$ cat src/rtl/fetch_unit.sv
`default_nettype none
// +----------------------------------------------------------------------+
// | fetch_unit: PC, I-cache request/valid handshake, redirect and freeze |
// | Revision 1.0                                                         |
// +----------------------------------------------------------------------+
module fetch_unit #(
  parameter logic [31:0] RESET_PC = 32'h00400000
) (
  input  logic        CLK,
  input  logic        RESET,
  input  logic [31:0] Alt_PC_IN,
  input  logic        Request_Alt_PC_IN,
  input  logic        WANT_FREEZE_IN,
  output logic [31:0] IMem_Addr,
  output logic        IMem_Req,
  input  logic [31:0] IMem_Data,
  input  logic        IMem_Valid,
  output logic [31:0] Instr1_OUT,
  output logic [31:0] Instr_PC_OUT,
  output logic [31:0] Instr_PC_Plus4_OUT,
  output logic        hit
);

  typedef enum logic [0:0] {RUN = 1'b0, MISS = 1'b1} state_t;

  state_t      state_q, state_d;
  logic [31:0] pc_q, pc_d;
  logic [31:0] miss_addr_q, miss_addr_d;
  logic        prev_hit_q, prev_hit_d;
  logic        pend_v_q, pend_v_d;
  logic [31:0] pend_addr_q, pend_addr_d;
  logic [31:0] instr_q, instr_d;
  logic [31:0] ipc_q, ipc_d;
  logic [31:0] ipc4_q, ipc4_d;
  logic        hit_q, hit_d;

  logic        redir, frz, req;
  logic [31:0] fa, addr_raw, dlv_addr;

  always_comb begin
    // A request seen without a preceding hit was held through a miss and is already consumed.
    redir    = Request_Alt_PC_IN & prev_hit_q;
    frz      = WANT_FREEZE_IN & hit_q;
    fa       = redir ? Alt_PC_IN : (pend_v_q ? pend_addr_q : pc_q);
    dlv_addr = (state_q == MISS) ? miss_addr_q : fa;

    state_d     = state_q;
    pc_d        = pc_q;
    miss_addr_d = miss_addr_q;
    prev_hit_d  = hit_q;
    pend_v_d    = pend_v_q;
    pend_addr_d = pend_addr_q;
    instr_d     = instr_q;
    ipc_d       = ipc_q;
    ipc4_d      = ipc4_q;
    hit_d       = hit_q;
    req         = 1'b1;
    addr_raw    = fa;

    case (state_q)
      RUN: begin
        if (frz) begin
          req = 1'b0;
          if (redir) begin
            pend_v_d    = 1'b1;
            pend_addr_d = Alt_PC_IN;
          end
        end else if (!IMem_Valid) begin
          miss_addr_d = fa;
          pend_v_d    = 1'b0;
          hit_d       = 1'b0;
          state_d     = MISS;
        end
      end
      MISS: begin
        addr_raw = miss_addr_q;
        hit_d    = 1'b0;
        if (IMem_Valid) state_d = RUN;
      end
      default: state_d = RUN;
    endcase

    if (IMem_Valid && (state_q == MISS || !frz)) begin
      instr_d  = IMem_Data;
      ipc_d    = dlv_addr;
      ipc4_d   = dlv_addr + 32'd4;
      pc_d     = dlv_addr + 32'd4;
      hit_d    = 1'b1;
      pend_v_d = 1'b0;
    end
  end

  always_ff @(posedge CLK or negedge RESET) begin
    if (!RESET) begin
      state_q     <= RUN;
      pc_q        <= RESET_PC;
      miss_addr_q <= 32'd0;
      prev_hit_q  <= 1'b0;
      pend_v_q    <= 1'b0;
      pend_addr_q <= 32'd0;
      instr_q     <= 32'd0;
      ipc_q       <= 32'd0;
      ipc4_q      <= 32'd0;
      hit_q       <= 1'b0;
    end else begin
      state_q     <= state_d;
      pc_q        <= pc_d;
      miss_addr_q <= miss_addr_d;
      prev_hit_q  <= prev_hit_d;
      pend_v_q    <= pend_v_d;
      pend_addr_q <= pend_addr_d;
      instr_q     <= instr_d;
      ipc_q       <= ipc_d;
      ipc4_q      <= ipc4_d;
      hit_q       <= hit_d;
    end
  end

  assign IMem_Addr          = {addr_raw[31:2], 2'b00};
  assign IMem_Req           = req;
  assign Instr1_OUT         = instr_q;
  assign Instr_PC_OUT       = ipc_q;
  assign Instr_PC_Plus4_OUT = ipc4_q;
  assign hit                = hit_q;

endmodule
`default_nettype wire

$ cat config.mk
export PLATFORM = sky130hd
export DESIGN_NAME = fetch_unit
export DESIGN_NICKNAME = d
export VERILOG_FILES = /design/src/rtl/fetch_unit.sv
export SDC_FILE = /design/constraint.sdc
export NUM_CORES = 1
export LEC_CHECK = 0
export ABC_AREA = 1
export CORE_AREA = 3 3 104 180
export CTS_BUF_LIST = sky130_fd_sc_hd__clkbuf_8
export CTS_CLUSTER_DIAMETER = 40
export DETAILED_ROUTE_END_ITERATION = 8
export DIE_AREA = 0 0 107 183
export PLACE_DENSITY = 0.85
export SYNTH_ARGS = -nofsm -noshare
export SYNTH_HDL_FRONTEND = slang
export SYNTH_SLANG_ARGS = --single-unit
$ cat constraint.sdc
create_clock -name CLK -period 2.5 [get_ports CLK]
set_input_delay 0.625 -clock CLK [delete_from_list [all_inputs] [get_ports CLK]]
set_output_delay 0.625 -clock CLK [all_outputs]
set_load 0.005 [all_outputs]
# Word level (Yosys, flattened, before mapping)
# Index checks and enable logic that the tools add are counted.
[classes] n_mux=16 reduce_logical=7 add_sub_neg=1 bitwise=5 n_eq_ne=5
[op_table] cell="$mux 32" count=3
[op_table] cell="$add 32x3->32 const B" count=1
[op_table] cell="$mux 1" count=11
[op_table] cell="$reduce_and 3->1" count=3
[op_table] cell="$ne 3x3->1 const B" count=2
[op_table] cell="$pmux 1 s2" count=2
[op_table] cell="$ne 3x1->1 const B" count=1
[op_table] cell="$ne 3x2->1 const B" count=1
[op_table] cell="$not 1->1" count=3
[op_table] cell="$and 1x1->1" count=2
[op_table] cell="$ne 2x1->1 const B" count=1
[op_table] cell="$reduce_and 2->1" count=1
[op_table] cell="$logic_and 1x1->1" count=1
[op_table] cell="$logic_not 1->1" count=1
[op_table] cell="$logic_or 1x1->1" count=1
[totals] output_inout_bits=130 ff_bits=196 word_cells=44 input_bits=69

# Depth between registers and ports, before layout
# Gate-level depths: netlist of the first run.
[depth] depth_word=6 depth_mapped=17 depth_no_buf=16

# Worst setup path after synthesis of the first run
# OpenSTA, ideal clock, no wires.
[synth_timing] path_kind="input to register" startpoint="input port Request_Alt_PC_IN" endpoint="register ipc4_q[22] (netlist: Instr_PC_Plus4_OUT[22])" n_path_buf=1 setup_time_ns=0.121 cell_stages=15 required_time_ns=2.379 path_slack_ns=0.285 t_arrival_ns=2.093 cell_sequence="nand2_4 buf_2 nand3_1 o21ai_1 nand2_1 nand2_1 inv_1 ha_1 inv_1 nor2_4 nand2_4 nor2_8 nand2_2 o21ai_2 nand2_1"
[synth_via] elab_chain_len=4
[synth_rtl] item="start: declaration" line_no="12" text="input logic Request_Alt_PC_IN,"
[synth_rtl] item="$and 1x1->1" line_no="42" text="redir = Request_Alt_PC_IN & prev_hit_q;"
[synth_rtl] item="$mux 32" line_no="44" text="fa = redir ? Alt_PC_IN : (pend_v_q ? pend_addr_q : pc_q);"
[synth_rtl] item="$mux 32"
[synth_rtl] item="named net addr_raw[2]" line_no="38" text="logic [31:0] fa, addr_raw, dlv_addr;"
[synth_rtl] item="$add 32x3->32" line_no="86" text="ipc4_d = dlv_addr + 32'd4;"
[synth_rtl] item="end signal: assignment" line_no="114" text="ipc4_q <= ipc4_d;"
[synth_rtl] item="end: declaration" line_no="34" text="logic [31:0] ipc4_q, ipc4_d;"
# The timed path passes the listed nets, and every way through them passes these cells.
# A chain may end at the register's enable or synchronous reset.

# Worst setup path after layout of the first run
[layout_timing] startpoint="register pend_v_q" endpoint="output port IMem_Addr[31]"
[layout_via] elab_chain_len=3
[layout_rtl] item="start: declaration" line_no="30" text="logic pend_v_q, pend_v_d;"
[layout_rtl] item="start signal: assignment" line_no="110" text="pend_v_q <= pend_v_d;"
[layout_rtl] item="$mux 32 (2 in a row)" line_no="44"
[layout_rtl] item="$mux 32" line_no="60" text="case (state_q)"
[layout_rtl] item="end: declaration" line_no="14" text="output logic [31:0] IMem_Addr,"
# No other way between the ends.

==> flow_summary.yaml, run 1 <==
global_routing:
  grt_max_degree: 56
  antenna_found_initial: 0
  grt_overflow_total: 0
  grt_pass1_vias: 8460
  grtUsageMet2_pct: 50.5
  grt_busiest_layer: "met2"
  grt.total_usage_pct: 28.9
  grt_pass1_wl_mm: 43.5
  use_met3_pct: 5.60
  use_met1_pct: 30.2
placed_design:
  gp_congestion: 0.930
  place_inst: 1524
  dpl_cell_area_um2: 11000
  port-buffer-count: 196
  pre_cts_ws_ns: -0.522
  hpwl_mm: 20.2
worst_setup_path:
  rr_endpoint: "pc_q[21]$_DFFE_PN0P_"
  slowest_stage: "dfrtp_1"
  crit_type: "reg -> out"
  startpoint: "pend_v_q$_DFFE_PN0P_"
  cp-start-kind: "flip-flop"
  end_kind: "primary output"
  endpoint: "IMem_Addr[31]"
  r2r-start: "pend_v_q$_DFFE_PN0P_"
  cpPeakStageDelay_ns: 0.44
  crit_required_ns: 1.88
  path_cells: "buf_4 > buf_6 > nand2_4 > nand3_2 > o21ai_2 > nand2_1 > o21ai_2 > buf_6 > inv_1 > clkbuf_2"
  r2r_slack_ns: 0.02
  ff2ff_path_depth: 18
  cp.arrival_ns: 2.01
  cp_max_fo: 9
die:
  die_width_um: 107
  row_count: 64
  die_area_um2: 19600
  io_pins: 199
  die_h_um: 183
  start_util_pct: 48.9
  design.core.area_um2: 17500
routing:
  wl_per_cell_um: 18.3
  wirelength_mm: 29.0
  antenna_left: 0
  first_iter_violations: 589
  dr.pass1.iters: 7
  vias: 8570
  drc: 0
  routed_via_density: 5.40
sta:
  setup_viol: 5
  fin_tns_setup_ns: -0.264
  max_clock_freq_mhz: 379
  final-hold-violation-count: 0
  relSlewSlack_pct: 66.4
  slew_viol_final: 0
  min_period_ns: 2.64
  fin_crit_sh_pct: 105
  rsz0062_at_grt: "yes"
  worstMarginPinSlew_ns: 0.504
  fin_ws_ns: -0.136
  fin_skew_ns: 0.0200
  worst_hold_slack_ns: 0.0726
flow_run:
  maxCapViolCount: 0
run_status:
  failed_checks: "negative setup slack"
  status: "finished with violations"
synthesis:
  ys_ff_latch: 163
  synth.area.top_cells: "dfrtp_1 (47%), nand2_1 (20%), buf_4 (6.0%), nand3_1 (5.0%), o21ai_0 (4.7%)"
  postSynthAreaPerCell_um2: 7.69
  synth_top_flop_cell: "dfrtp_1"
  ys_types: 40
  ys_seq_area_share_pct: 47.6
  yosysWarnings: 0
  synth_edf_count: 0
  synth_most_common_cell: "nand2_1"
  synth_top_area_cell: "dfrtp_1"
  synthTopCellsByCount: "nand2_1 (462), dfrtp_1 (162), nand3_1 (85), o21ai_0 (80), buf_4 (68)"
  synth_largest_type_area_fraction_pct: 47.3
  synthCells: 1115
  syn_area_um2: 8580
  synthArstFlopShare_pct: 100
clocking:
  htreeDepth: 4
  ctsHoldBuffers: 0
  clock_latency_ns: 0.48
  cts.sinks: 163
  clk_path_buf_depth: 2
  ctsRootBufferMaster: "clkbuf_8"
  cts_tree: "built"
  numCtsBuffers: 17
  clk_pin_slew_ns: 0.10
power_and_ir_drop:
  leakage_nw: 5.87
  vdd_drop_max_uv: 565
  power.density_nw_per_um2: 735
  power_mw: 8.74
worst_hold_path:
  min_path_type: "in -> async"
final_layout:
  finalNetCount: 1412
  design_area_um2: 11900
  area_growth_pct: 38.6
  n_fill_cell: 1299
  fin_cells: 1586
  utilization_pct: 67.8
  drive_gt1_share_pct: 23.8
  diodes: 0
## cell usage in the layout (no fill, tap or decap), drive strengths merged
cell type and n:
a21oi 4, a221oi 1, a22oi 1, a31oi 3, and2 1, buf 134
bufinv 2, clkbuf 32, clkdlybuf4s15 1, clkdlybuf4s50 164, clkinv 4, clkinvlp 2
conb 2, dfrtp 162, dfstp 1, dlygate4sd2 7, dlymetal6s2s 3, ha 1
inv 61, mux2 4, nand2 497, nand3 95, nand4 5, nor2 70
nor3 1, o211ai 5, o21a 3, o21ai 82, o21bai 1, o221ai 2
or2 2, xnor2 1, xor2 1
## cell families after synthesis
| family | Yosys count | share of synthesized area (%) |
|---|---|---|
| multiplexers | 4 | 0.525 |
| AND/OR/NAND/NOR | 671 | 33.8 |
| other | 1 | 0.0437 |
| AO/OA/AOI/OAI | 102 | 6.52 |
| adder cells (fa/ha/maj) | 1 | 0.146 |
| XOR/XNOR | 2 | 0.204 |
| flip-flops | 163 | 47.6 |
| buffers and inverters | 171 | 11.2 |
## worst min-delay path by stage
stage | startpoint | to | slack, ns | depth (start not counted)
final | RESET | prev_hit_q$_DFF_PN0_ | 0.07 | 1
after global routing | RESET | miss_addr_q[11]$_DFFE_PN0P_ | 0.08 | 1
after CTS | RESET | miss_addr_q[11]$_DFFE_PN0P_ | 0.06 | 1
after detailed placement | hit$_DFFE_PN0P_ | prev_hit_q$_DFF_PN0_ | 0.42 | 0
after global placement | hit$_DFFE_PN0P_ | prev_hit_q$_DFF_PN0_ | 0.42 | 0
after floorplan | RESET | Instr1_OUT[0]$_DFFE_PN0P_ | 0.33 | 0
## registers in the layout, indices dropped and copies added (netlist names)
name                flops
Instr1_OUT             32
Instr_PC_OUT           30
Instr_PC_Plus4_OUT      2
hit                     1
miss_addr_q            32
pc_q                   31
pend_addr_q            32
pend_v_q                1
prev_hit_q              1
state_q                 1
## cell type report
| type | count | area (um2) | area share [%] |
|---|---|---|---|
| Multi-Input combinational cell | 782 | 3860 | 32.4 |
| Clock buffer | 18 | 248 | 2.08 |
| Tap cell | 231 | 289 | 2.43 |
| Inverter | 55 | 210 | 1.77 |
| Sequential cell | 163 | 4080 | 34.3 |
| Timing Repair Buffer | 323 | 3040 | 25.6 |
| Clock inverter | 14 | 169 | 1.42 |
## power breakdown
part           internal, mW  switching, mW
combinational          1.51           1.52
clock                 0.947           1.12
sequential             3.20          0.453
## per-layer routing
layer | up-vias | share of wire, % | wire (um)
met5 | - | 0 | 0
met4 | 0 | 9.2 | 2680
met3 | 144 | 7.1 | 2060
li1 | 3897 | - | -
met2 | 466 | 52 | 15000
met1 | 4063 | 32 | 9270
## critical path, delay by kind of cell, from the launching register on
kind / cells / cell delay (ns)
DFF: 1 / 0.44
and+or+nand+nor: 3 / 0.30
AOI/OAI and AO/OA: 2 / 0.20
buffers and inverters: 5 / 0.60
## what timing repair did
| action | 4_1_cts | 5_1_grt |
|---|---|---|
| setup endpoints to repair | 31 | 54 |
| pin swaps | 5 | 14 |
| gates resized for setup | 70 | 112 |
| setup buffers | 17 | 17 |
Power figures use the tool's default switching activity.
==> run 2: changes to the inputs <==
--- a/config.mk
+++ b/config.mk
@@ -9,5 +9,5 @@
 export CORE_AREA = 3 3 104 180
 export CTS_BUF_LIST = sky130_fd_sc_hd__clkbuf_8
-export CTS_CLUSTER_DIAMETER = 40
+export CTS_CLUSTER_SIZE = 16
 export DETAILED_ROUTE_END_ITERATION = 8
 export DIE_AREA = 0 0 107 183
==> constraint.sdc (replaced) <==
create_clock -name CLK -period 2.5 [get_ports CLK]
set_input_delay 0.5 -clock CLK [delete_from_list [all_inputs] [get_ports CLK]]
set_output_delay 0.5 -clock CLK [all_outputs]
set_load 0.005 [all_outputs]
==> run 2 against run 1 <==
  * The flow still finishes with violations (negative setup slack)
  * Die area unchanged
  * First-iteration DRC count down 4.8%
  * Register-to-register slack better by 0.04 ns
  * Highest routed layer unchanged
  * Setup slack better by 0.050 ns
  * Global-route usage up 0.061 points
  * Fmax up 1.9%
  * Total power up 0.17%
  * Via count down 2.8%
  * Critical path depth down 3
==> flow_summary.yaml, run 2 (synthesized netlist as in run 1, its figures left out) <==
run_status:
  status: "finished with violations"
  failed_checks: "negative setup slack"
routing:
  dr.pass1.iters: 5
  first_iter_violations: 561
  antenna_left: 0
  wirelength_mm: 28.2
  vias: 8329
  wl_per_cell_um: 18.0
  routed_via_density: 5.32
  drc: 0
die:
  design.core.area_um2: 17500
  io_pins: 199
  start_util_pct: 48.9
  die_width_um: 107
  die_area_um2: 19600
  row_count: 64
  die_h_um: 183
sta:
  setup_viol: 4
  relSlewSlack_pct: 62.4
  min_period_ns: 2.59
  max_clock_freq_mhz: 387
  fin_crit_sh_pct: 103
  rsz0062_at_grt: "yes"
  slew_viol_final: 0
  fin_skew_ns: 0.0182
  final-hold-violation-count: 0
  worstMarginPinSlew_ns: 0.563
  fin_ws_ns: -0.0860
  worst_hold_slack_ns: 0.419
worst_setup_path:
  crit_required_ns: 2.00
  cpPeakStageDelay_ns: 0.51
  slowest_stage: "clkdlybuf4s50_1"
  cp-start-kind: "flip-flop"
  cpMostUsedCell: "nand3_2"
  crit_type: "reg -> out"
  cp.arrival_ns: 2.09
  path_cells: "buf_4 > buf_8 > nand2_1 > nand3_2 > nand3_2 > nand2_2 > clkdlybuf4s50_1"
  end_kind: "primary output"
  cp_max_fo: 13
global_routing:
  grt_overflow_total: 0
  grt.total_usage_pct: 28.9
  grt_pass1_wl_mm: 43.4
  antenna_found_initial: 0
  grt_max_degree: 60
  grt_pass1_vias: 8364
power_and_ir_drop:
  p_clk_share_pct: 24.2
  seqPwrFrac_pct: 41.6
  p_sw_mw: 2.95
  switching_share_pct: 33.7
  power_mw: 8.75
  leakage_nw: 5.74
  power.density_nw_per_um2: 749
  pwr-share-comb_pct: 34.2
  vdd_drop_max_uv: 646
  p_int_mw: 5.80
final_layout:
  final_common_cell: "nand2_1"
  layout_common_cells: "nand2_1 (448), clkdlybuf4s50_1 (170), dfrtp_1 (162), buf_4 (85), o21ai_0 (78)"
  design_area_um2: 11700
  finalNetCount: 1394
  area_growth_pct: 36.2
  drive_gt1_share_pct: 19.3
  diodes: 0
  fin_cells: 1567
clocking:
  htreeDepth: 4
  cts.sinks: 163
  clk_pin_slew_ns: 0.08
  ctsRootBufferMaster: "clkbuf_8"
  clock_latency_ns: 0.48
  cts_tree: "built"
  clk_path_buf_depth: 2
  numCtsBuffers: 17
worst_hold_path:
  min_path_type: "reg -> reg"
placed_design:
  dpl_cell_area_um2: 10900
  place_inst: 1517
  port-buffer-count: 196
  pre_cts_ws_ns: -0.293
  gp_congestion: 0.929
  hpwl_mm: 20.4
flow_run:
  maxCapViolCount: 0
==> run 2: cell types whose count changed in the layout (fill, tap and decap cells not counted), moves of 6 or more <==
cell             change
nand3_1             +19
buf_6                -8
nand2_2              -7
clkdlybuf4s50_1      +6
buf_4               -17
nand3_2             -18
clkbuf_2            -10
nand2_1             +10
==> run 2: path summary, 6_finish.rpt <==
kind                                 startpoint                           to  slack [ns]  cells past startpoint
min in group asynchronous                 RESET  pend_addr_q[16]$_DFFE_PN0P_        0.52                      2
min reg2reg                     hit$_DFFE_PN0P_         prev_hit_q$_DFF_PN0_        0.42                      0
min                             hit$_DFFE_PN0P_         prev_hit_q$_DFF_PN0_        0.42                      0
max in group asynchronous                 RESET   Instr1_OUT[20]$_DFFE_PN0P_        1.31                      3
max                        pend_v_q$_DFFE_PN0P_                 IMem_Addr[5]       -0.09                      7
max reg2reg                pend_v_q$_DFFE_PN0P_         pc_q[23]$_DFFE_PN0P_        0.06                     16
==> run 2: through the flow <==
stage / TNS, ns / utilization, %
floorplan: 0 / -
global placement: -7.79 / 62.3
detailed placement: -9.87 / 62.3
CTS: -0.665 / 65.8
global route: -0.738 / 66.6
finish: -0.216 / 66.6
==> run 2: repair_timing <==
action                                 CTS  global route
pin swaps                                8            14
gates resized for setup                 59            51
buffers inserted                        12             5
endpoints found under the hold margin   40             0
setup endpoints to repair               30            33
cloned                                   1             0
hold buffers                             1             0
==> run 2: layout make-up <==
type / instances / area (um2)
multi-input cells: 782 / 3700
fillers: 1346 / 5850
well taps: 231 / 289
flip-flops and latches: 163 / 4080
clock buffers: 17 / 234
inverters: 55 / 215
repair buffers: 305 / 2970
clock inverters: 14 / 189
==> run 2: critical path: cells and delay by family, from the launching register on <==
family	cells	cell delay, ns
flip-flops	1	0.41
buffers and inverters	3	0.81
AND/OR/NAND/NOR	4	0.40
==> run 2: power by group through the flow <==
stage	combinational, mW	clock (mW)	sequential, mW
floorplan	1.49	0	3.53
global placement	2.84	0	3.65
detailed placement	2.91	0	3.67
CTS	2.94	2.13	3.62
global route	3.26	2.24	3.69
finish	3.00	2.12	3.64
==> run 2: routing by layer <==
metal	GRT usage [%]	part of all wire [%]	up-vias
met5	0	0	-
met2	51.4	53	408
li1	-	-	3859
met3	5.21	6.1	124
met1	30.3	33	3938
met4	20.6	7.7	0
==> run 3: changes to the inputs <==
- CTS_CLUSTER_DIAMETER: not set -> 30
==> results of run 3 <==
Same layout as run 2: the final DEF is identical, and so are final timing and power.
